==> src/rtl/mem_port_arbiter_pkg.sv <==
// rtl/mem_port_arbiter_pkg.sv - shared state encodings and port indices for the memory port arbiter
package mem_port_arbiter_pkg;

  typedef enum logic [1:0] {
    IDLE = 2'd0,
    GNT0 = 2'd1,
    GNT1 = 2'd2
  } arb_state_t;

  localparam logic PORT_CORE = 1'b0;
  localparam logic PORT_LOAD = 1'b1;

endpackage

==> src/rtl/mem_port_arbiter_arb_rr_pick.sv <==
// rtl/mem_port_arbiter_arb_rr_pick.sv - two-way round-robin choice; sel=1 picks the loader port
module arb_rr_pick (
  input  logic req0,
  input  logic req1,
  input  logic last_gnt,
  output logic valid,
  output logic sel
);

  assign valid = req0 | req1;
  assign sel   = (req0 & req1) ? ~last_gnt : req1;

endmodule

==> src/rtl/mem_port_arbiter.sv <==
// rtl/mem_port_arbiter.sv - core/loader arbiter for the unified memory; ARB_STATS_EN adds grant/conflict counters
module mem_port_arbiter
  import mem_port_arbiter_pkg::*;
#(
  parameter int ADDR_W    = 32,
  parameter int DATA_W    = 32,
  parameter int MAX_BURST = 4
) (
  input  logic              clk,
  input  logic              reset,
  input  logic              p0_req,
  input  logic              p0_we,
  input  logic [ADDR_W-1:0] p0_addr,
  input  logic [DATA_W-1:0] p0_wdata,
  output logic              p0_gnt,
  output logic              p0_rvalid,
  output logic [DATA_W-1:0] p0_rdata,
  output logic              p0_stall,
  input  logic              p1_req,
  input  logic              p1_we,
  input  logic [ADDR_W-1:0] p1_addr,
  input  logic [DATA_W-1:0] p1_wdata,
  output logic              p1_gnt,
  output logic              p1_rvalid,
  output logic [DATA_W-1:0] p1_rdata,
  output logic              mem_we,
  output logic [ADDR_W-1:0] mem_addr,
  output logic [DATA_W-1:0] mem_wdata,
  input  logic [DATA_W-1:0] mem_rdata
`ifdef ARB_STATS_EN
  ,
  output logic [31:0]       stat_gnt0,
  output logic [31:0]       stat_gnt1,
  output logic [31:0]       stat_conflict
`endif
);

  localparam int CNT_W = (MAX_BURST > 1) ? $clog2(MAX_BURST) : 1;
  localparam logic [CNT_W-1:0] BEAT_LAST = CNT_W'(MAX_BURST - 1);

  arb_state_t        state, next_state;
  logic [CNT_W-1:0]  beat_cnt;
  logic              last_gnt;
  logic              pick_last, pick_valid, pick_sel;
  logic              at_limit, beat, rd0, rd1;
  logic [ADDR_W-1:0] addr_hold;
  logic [DATA_W-1:0] wdata_hold;

  // While a port holds the grant it counts as the most recent winner, so a
  // burst-limit switch always hands over to the other port.
  always_comb begin
    pick_last = last_gnt;
    if (state == GNT0) pick_last = PORT_CORE;
    if (state == GNT1) pick_last = PORT_LOAD;
  end

  arb_rr_pick u_pick (
    .req0     (p0_req),
    .req1     (p1_req),
    .last_gnt (pick_last),
    .valid    (pick_valid),
    .sel      (pick_sel)
  );

  assign at_limit = (beat_cnt == BEAT_LAST);

  always_comb begin
    next_state = state;
    case (state)
      IDLE: if (pick_valid) next_state = pick_sel ? GNT1 : GNT0;
      GNT0: if (!p0_req || (at_limit && p1_req))
              next_state = pick_valid ? (pick_sel ? GNT1 : GNT0) : IDLE;
      GNT1: if (!p1_req || (at_limit && p0_req))
              next_state = pick_valid ? (pick_sel ? GNT1 : GNT0) : IDLE;
      default: next_state = IDLE;
    endcase
  end

  always_comb begin
    mem_we    = 1'b0;
    mem_addr  = addr_hold;
    mem_wdata = wdata_hold;
    if (state == GNT0) begin
      mem_we    = p0_we & p0_req;
      mem_addr  = p0_addr;
      mem_wdata = p0_wdata;
    end else if (state == GNT1) begin
      mem_we    = p1_we & p1_req;
      mem_addr  = p1_addr;
      mem_wdata = p1_wdata;
    end
  end

  assign p0_gnt   = (state == GNT0);
  assign p1_gnt   = (state == GNT1);
  assign p0_stall = p0_req & ~p0_gnt;
  assign beat     = (p0_gnt & p0_req) | (p1_gnt & p1_req);
  assign rd0      = p0_gnt & p0_req & ~p0_we;
  assign rd1      = p1_gnt & p1_req & ~p1_we;

  always_ff @(posedge clk or negedge reset) begin
    if (!reset) begin
      state      <= IDLE;
      beat_cnt   <= '0;
      last_gnt   <= PORT_LOAD;
      addr_hold  <= '0;
      wdata_hold <= '0;
      p0_rvalid  <= 1'b0;
      p1_rvalid  <= 1'b0;
      p0_rdata   <= '0;
      p1_rdata   <= '0;
    end else begin
      state      <= next_state;
      addr_hold  <= mem_addr;
      wdata_hold <= mem_wdata;
      // Saturating at the limit lets a long solo hold yield as soon as contention starts.
      if (next_state != state)
        beat_cnt <= '0;
      else if (beat && !at_limit)
        beat_cnt <= beat_cnt + CNT_W'(1);
      if (p0_gnt) last_gnt <= PORT_CORE;
      if (p1_gnt) last_gnt <= PORT_LOAD;
      p0_rvalid <= rd0;
      p1_rvalid <= rd1;
      if (rd0) p0_rdata <= mem_rdata;
      if (rd1) p1_rdata <= mem_rdata;
    end
  end

`ifdef ARB_STATS_EN
  always_ff @(posedge clk or negedge reset) begin
    if (!reset) begin
      stat_gnt0     <= '0;
      stat_gnt1     <= '0;
      stat_conflict <= '0;
    end else begin
      if (p0_gnt && p0_req && stat_gnt0 != 32'hFFFF_FFFF) stat_gnt0 <= stat_gnt0 + 32'd1;
      if (p1_gnt && p1_req && stat_gnt1 != 32'hFFFF_FFFF) stat_gnt1 <= stat_gnt1 + 32'd1;
      if (p0_req && p1_req && stat_conflict != 32'hFFFF_FFFF)
        stat_conflict <= stat_conflict + 32'd1;
    end
  end
`endif

endmodule

==> config.mk <==
export PLATFORM = sky130hd
export DESIGN_NAME = mem_port_arbiter
export DESIGN_NICKNAME = d
export VERILOG_FILES = /design/src/rtl/mem_port_arbiter_pkg.sv /design/src/rtl/mem_port_arbiter_arb_rr_pick.sv /design/src/rtl/mem_port_arbiter.sv
export SDC_FILE = /design/constraint.sdc
export NUM_CORES = 1
export LEC_CHECK = 0
export CORE_AREA = 2 2 135 137
export DETAILED_ROUTE_END_ITERATION = 8
export DIE_AREA = 0 0 137 139
export GPL_ROUTABILITY_DRIVEN = 0
export PLACE_DENSITY = 0.76
export SYNTH_ARGS = -nofsm -noshare
export SYNTH_HDL_FRONTEND = slang
export SYNTH_SLANG_ARGS = --single-unit
==> constraint.sdc <==
create_clock -name clk -period 1.6 [get_ports clk]
set_input_delay 0.4 -clock clk [delete_from_list [all_inputs] [get_ports clk]]
set_output_delay 0.4 -clock clk [all_outputs]
set_load 0.03 [all_outputs]
# Word-level counts from Yosys, hierarchy flattened
# Cells that the tools add are included.
[op_classes]
n_addsub = 1
n_mul = 0
n_div = 0
order_cmp = 0
n_eq_ne = 4
shift = 0
mux = 17
n_bitwise = 14
n_reduce_logical = 10
[ops]
columns = ["cell", "count"]
rows = [
  ["$mux 32", 4],
  ["$mux 2", 7],
  ["$and 1x1->1", 8],
  ["$pmux 2 s3", 1],
  ["$mux 1", 5],
  ["$eq 2x2->1 const B", 2],
  ["$not 1->1", 4],
  ["$logic_and 1x1->1", 3],
  ["$logic_not 1->1", 3],
  ["$add 2x1->2 const B", 1],
  ["$eq 2x1->1 const B", 1],
  ["$logic_not 2->1", 1],
  ["$logic_or 1x1->1", 2],
  ["$ne 2x2->1", 1],
  ["$or 1x1->1", 2],
  ["$reduce_bool 2->1", 1],
]
[word_totals]
reg_bits = 135
latch_bits = 0
ramBits = 0
mem_bits_ro = 0
inputBits = 166
out_inout_bits = 134
mem_count = 0

# Logic depth before layout (Yosys ltp)
[depth]
depth_word = 11
depth_mapped = 6
ltp_nobuf = 5

# Modules after synthesis
# Synthesis repeated with hierarchy kept, for this count alone.
[unflattened]
hier_cells = 538
area_unflattened_um2 = 6592.6
[modules_own_cells]
columns = ["mod", "n_inst", "cells_per_inst", "area_per_inst_um2", "seq_area_each_um2"]
rows = [
  ["mem_port_arbiter", 1, 536, 6578.8, 3379.5],
  ["arb_rr_pick", 1, 2, 13.8, 0.0],
]

# Least setup slack after synthesis
# No wires, ideal clock.
[synth_timing]
path_type = "register -> output"
from = "register state[1]"
to = "output mem_addr[27]"
arrival_time_ps = 1550
slack_ps = -350
stages_incl_launch_ff = 6
cell_sequence = "dfrtp_1 buf_4 buf_4 buf_4 mux2i_1 a21oi_1"
[synth_between]
elab_chain_len = 3
elab_cells_between_ends = 4
[synth_rtl]
columns = ["item", "line", "source"]
rows = [
  ["start, declared", "mem_port_arbiter.sv:41", "arb_state_t state, next_state;"],
  ["start signal, assigned", "mem_port_arbiter.sv:113", "state <= next_state;"],
  ["$eq 2x2->1", "mem_port_arbiter.sv:87", "end else if (state == GNT1) begin"],
  ["$mux 32", "mem_port_arbiter.sv:87", ""],
  ["$mux 32 (*)", "mem_port_arbiter.sv:83", "if (state == GNT0) begin"],
  ["end, declared", "mem_port_arbiter.sv:27", "output logic [ADDR_W-1:0] mem_addr,"],
]
# Mark *: on every way between the ends. The rest lies on a longest branch, timed or not.

# Worst setup path after layout
[layout_timing]
from = "register state[1]"
to = "output mem_wdata[5]"
[layout_between]
elab_chain_len = 3
elab_cells_between_ends = 4
[layout_rtl]
columns = ["item", "line", "source"]
rows = [
  ["$eq 2x2->1", "mem_port_arbiter.sv:87", ""],
  ["$mux 32", "mem_port_arbiter.sv:87", ""],
  ["$mux 32 (*)", "mem_port_arbiter.sv:83", ""],
  ["end, declared", "mem_port_arbiter.sv:28", "output logic [DATA_W-1:0] mem_wdata,"],
]
# Marks and branches as above.

==> impl_metrics.yaml <==
timing:
  slew_viol_final: 0
  setup_ws_ns: -0.680
  post-route-min-period_ns: 2.28
  slew-limit-headroom_pct: 68.9
  finalCritPeriodShare_pct: 143
  finalHoldViolations: 0
  finalSetupViolCount: 151
  tightest_slew_ns: 0.467
  rsz0062_at_grt: "true"
  fmax_ghz: 0.439
  finClkSkew_ns: 0.00802
drt:
  first_pass_iters: 4
  viasPerCell: 5.07
  drt-total-wl_um: 25100
  num_vias: 6064
  drc_errors: 0
  post_drt_wl_per_cell_um: 21.0
  drtIter0Drc: 162
  drtAntennaViolNets: 0
synthesis:
  ys_warn_count: 0
  synth_area_sq_um: 6580
  async_flop_share_pct: 100
  synthTopCellsByArea: "dfrtp_1, mux2i_1, a211oi_1"
  postSynthCellCount: 536
  avgSynthCellArea_sq_um: 12.3
  synthFlopType: "dfrtp_1"
  synth_largest_area_cell: "dfrtp_1"
  yosysSeqAreaShare_pct: 51.3
  synthDistinctLibCells: 34
  yosysTopAreaCellShare_pct: 50.9
  syn_nets: 703
  ys_seq_elements: 135
  synth_edf_count: 0
layout:
  fillers: 1096
  diodes: 0
  fin_nets: 1121
  final_cell_area_sq_um: 13000
  syn_to_final_growth_pct: 98.1
  drive_gt1_share_pct: 57.8
clock_tree:
  clockBufferDepth: 2
  clock_sinks: 135
  ctsRootBufferMaster: "clkbuf_16"
  cts.clk_slew.worst_paths_ns: 0.06
  cts_buffers: 17
  clk_latency_ns: 0.42
  cts_tree: "done"
  cts_htree_levels: 4
place:
  placed_area_sq_um: 10400
  numPortBuffers: 299
  dpl.hpwl_um: 13900
  place_ws_ns: -0.304
power:
  p_leak_uw: 0.00567
  p_int_uw: 12900
  p_comb_share_pct: 54.2
  power_frac_clock_pct: 20.0
  pwr-share-seq_pct: 25.8
  peakVddDrop_mv: 1.17
  switching_power_uw: 8170
  swShare_pct: 38.8
  cellPowerDensity_nw_per_um2: 1610
floorplanning:
  io_pins: 300
  die_area_sq_um: 19000
  die_x_um: 137
  initial_core_util_pct: 37.3
  die_y_um: 139
  row_count: 49
  core_area_sq_um: 17700
outcome:
  violations: "negative setup slack"
  run_status: "finished, violations left"
critical_path:
  crit_arrival_ns: 1.88
  required_ns: 1.20
  crit_path_start: "state[1]$_DFF_PN0_"
  cp-start-kind: "flop"
  rr_startpoint: "state[1]$_DFF_PN0_"
  crit_type: "reg -> out"
  crit_fanout: 9
  end_kind: "primary output"
global_route:
  grt_overflow: 0
  grt_max_degree: 53
  grt_pass1_vias: 6459
  grt_pass1_wl_um: 34800
  track_usage_pct: 23.7
  antenna_found_initial: 0
run:
  maxCapViolCount: 0
worst_hold_path:
  hp-class: "in -> async"
[area by class of cell]
cell class | count | area (sq um) | share of cell area (%)
clock inverters | 14 | 189 | 1.45
flip-flops and latches | 135 | 3390 | 26.0
repair buffers | 444 | 4750 | 36.4
inverters | 2 | 10.0 | 0.0767
clock buffers | 18 | 439 | 3.37
multi-input cells | 354 | 3980 | 30.5
well taps | 229 | 287 | 2.20
[cells in the final DEF (no fill, tap or decap), drive strengths merged, types with 8 or more instances in the layout]
cell type,netlist,final
clkdlybuf4s50,0,164
a211oi,65,65
mux2i,65,65
inv,2,8
mux2,64,64
clkdlybuf4s15,0,24
dfrtp,134,134
clkbuf,13,66
buf,32,204
a21oi,70,70
nor2b,66,66
[cells by family after synthesis]
family | Yosys count | synth area share (%)
compound gates | 139 | 13.2
flops | 135 | 51.3
mux | 129 | 22.5
simple gates | 84 | 8.00
buf+inv | 47 | 4.66
xor+xnor | 1 | 0.133
fa+ha+maj | 1 | 0.190
[worst paths after layout]
check                                      endpoint  slack, ns  depth (start not counted)
setup reg to reg           p0_rdata[15]$_DFFE_PN0P_      -0.41                          8
hold / removal             p1_rdata[25]$_DFFE_PN0P_       0.47                          2
min in group clk            p0_rdata[1]$_DFFE_PN0P_       0.51                          1
max in group asynchronous  p0_rdata[15]$_DFFE_PN0P_       0.51                          3
setup / recovery                       mem_wdata[5]      -0.68                          5
hold reg to reg             p0_rdata[1]$_DFFE_PN0P_       0.51                          1
[per-layer routing]
metal / vias up / GRT usage [%] / wire (um)
li1: 2786 / - / -
met1: 3015 / 28.2 / 9670
met2: 214 / 40.2 / 13200
met3: 49 / 7.64 / 1530
met4: 0 / 7.65 / 761
met5: - / 0 / 0
[metrics by stage]
stage	utilization [%]	hold slack (ns)	total power [uW]	cells	setup TNS (ns)
after global routing	73.9	0.483	22000	1196	-72.97
after CTS	70.5	0.480	20100	1168	-57.83
after detailed placement	58.8	0.367	14400	1081	-29.24
final	73.9	0.470	21000	1196	-63.90
after floorplan	-	0.104	10500	536	-6.16
after global placement	58.8	0.363	14200	1081	-26.66
[critical path, stage by stage, from the launching register on]
cell and delay [ns]:
dfrtp_4 0.55, buf_12 0.19, buf_16 0.16, mux2i_4 0.19, a21oi_2 0.20, buf_6 0.16
[cells in the mapped netlist (all sizes together), types with 2 or more instances]
cell type,number
mux2i,65
buf,32
nand3b,2
a21oi,70
nor2,7
dfrtp,134
clkbuf,13
mux2,64
nor2b,66
inv,2
a211oi,65
nor3,2
nand2,4
[state kept, by name (all words and copies together) (netlist names)]
signal / cells
addr_hold: 32
beat_cnt: 2
last_gnt: 1
p0_rdata: 32
p0_rvalid: 1
p1_rdata: 32
p1_rvalid: 1
state: 2
wdata_hold: 32
[what timing repair did]
item	4_1_cts	5_1_grt
gates cloned	10	10
endpoints found under the hold margin	33	0
gates resized for setup	331	173
setup buffers	46	23
hold buffers	1	0
pin swaps	21	35
endpoints found under the setup margin	198	205
[power by group through the flow]
| stage | Sequential (uW) | Clock [uW] | Combinational [uW] |
|---|---|---|---|
| 3_3_place_gp | 5270 | 0 | 8940 |
| 6_report | 5420 | 4220 | 11400 |
| 5_1_grt | 5560 | 4470 | 11900 |
| 3_5_place_dp | 5330 | 0 | 9080 |
| 4_1_cts | 5300 | 4300 | 10500 |
| 2_1_floorplan | 6550 | 0 | 3990 |
(Power assumes the default switching activity.)
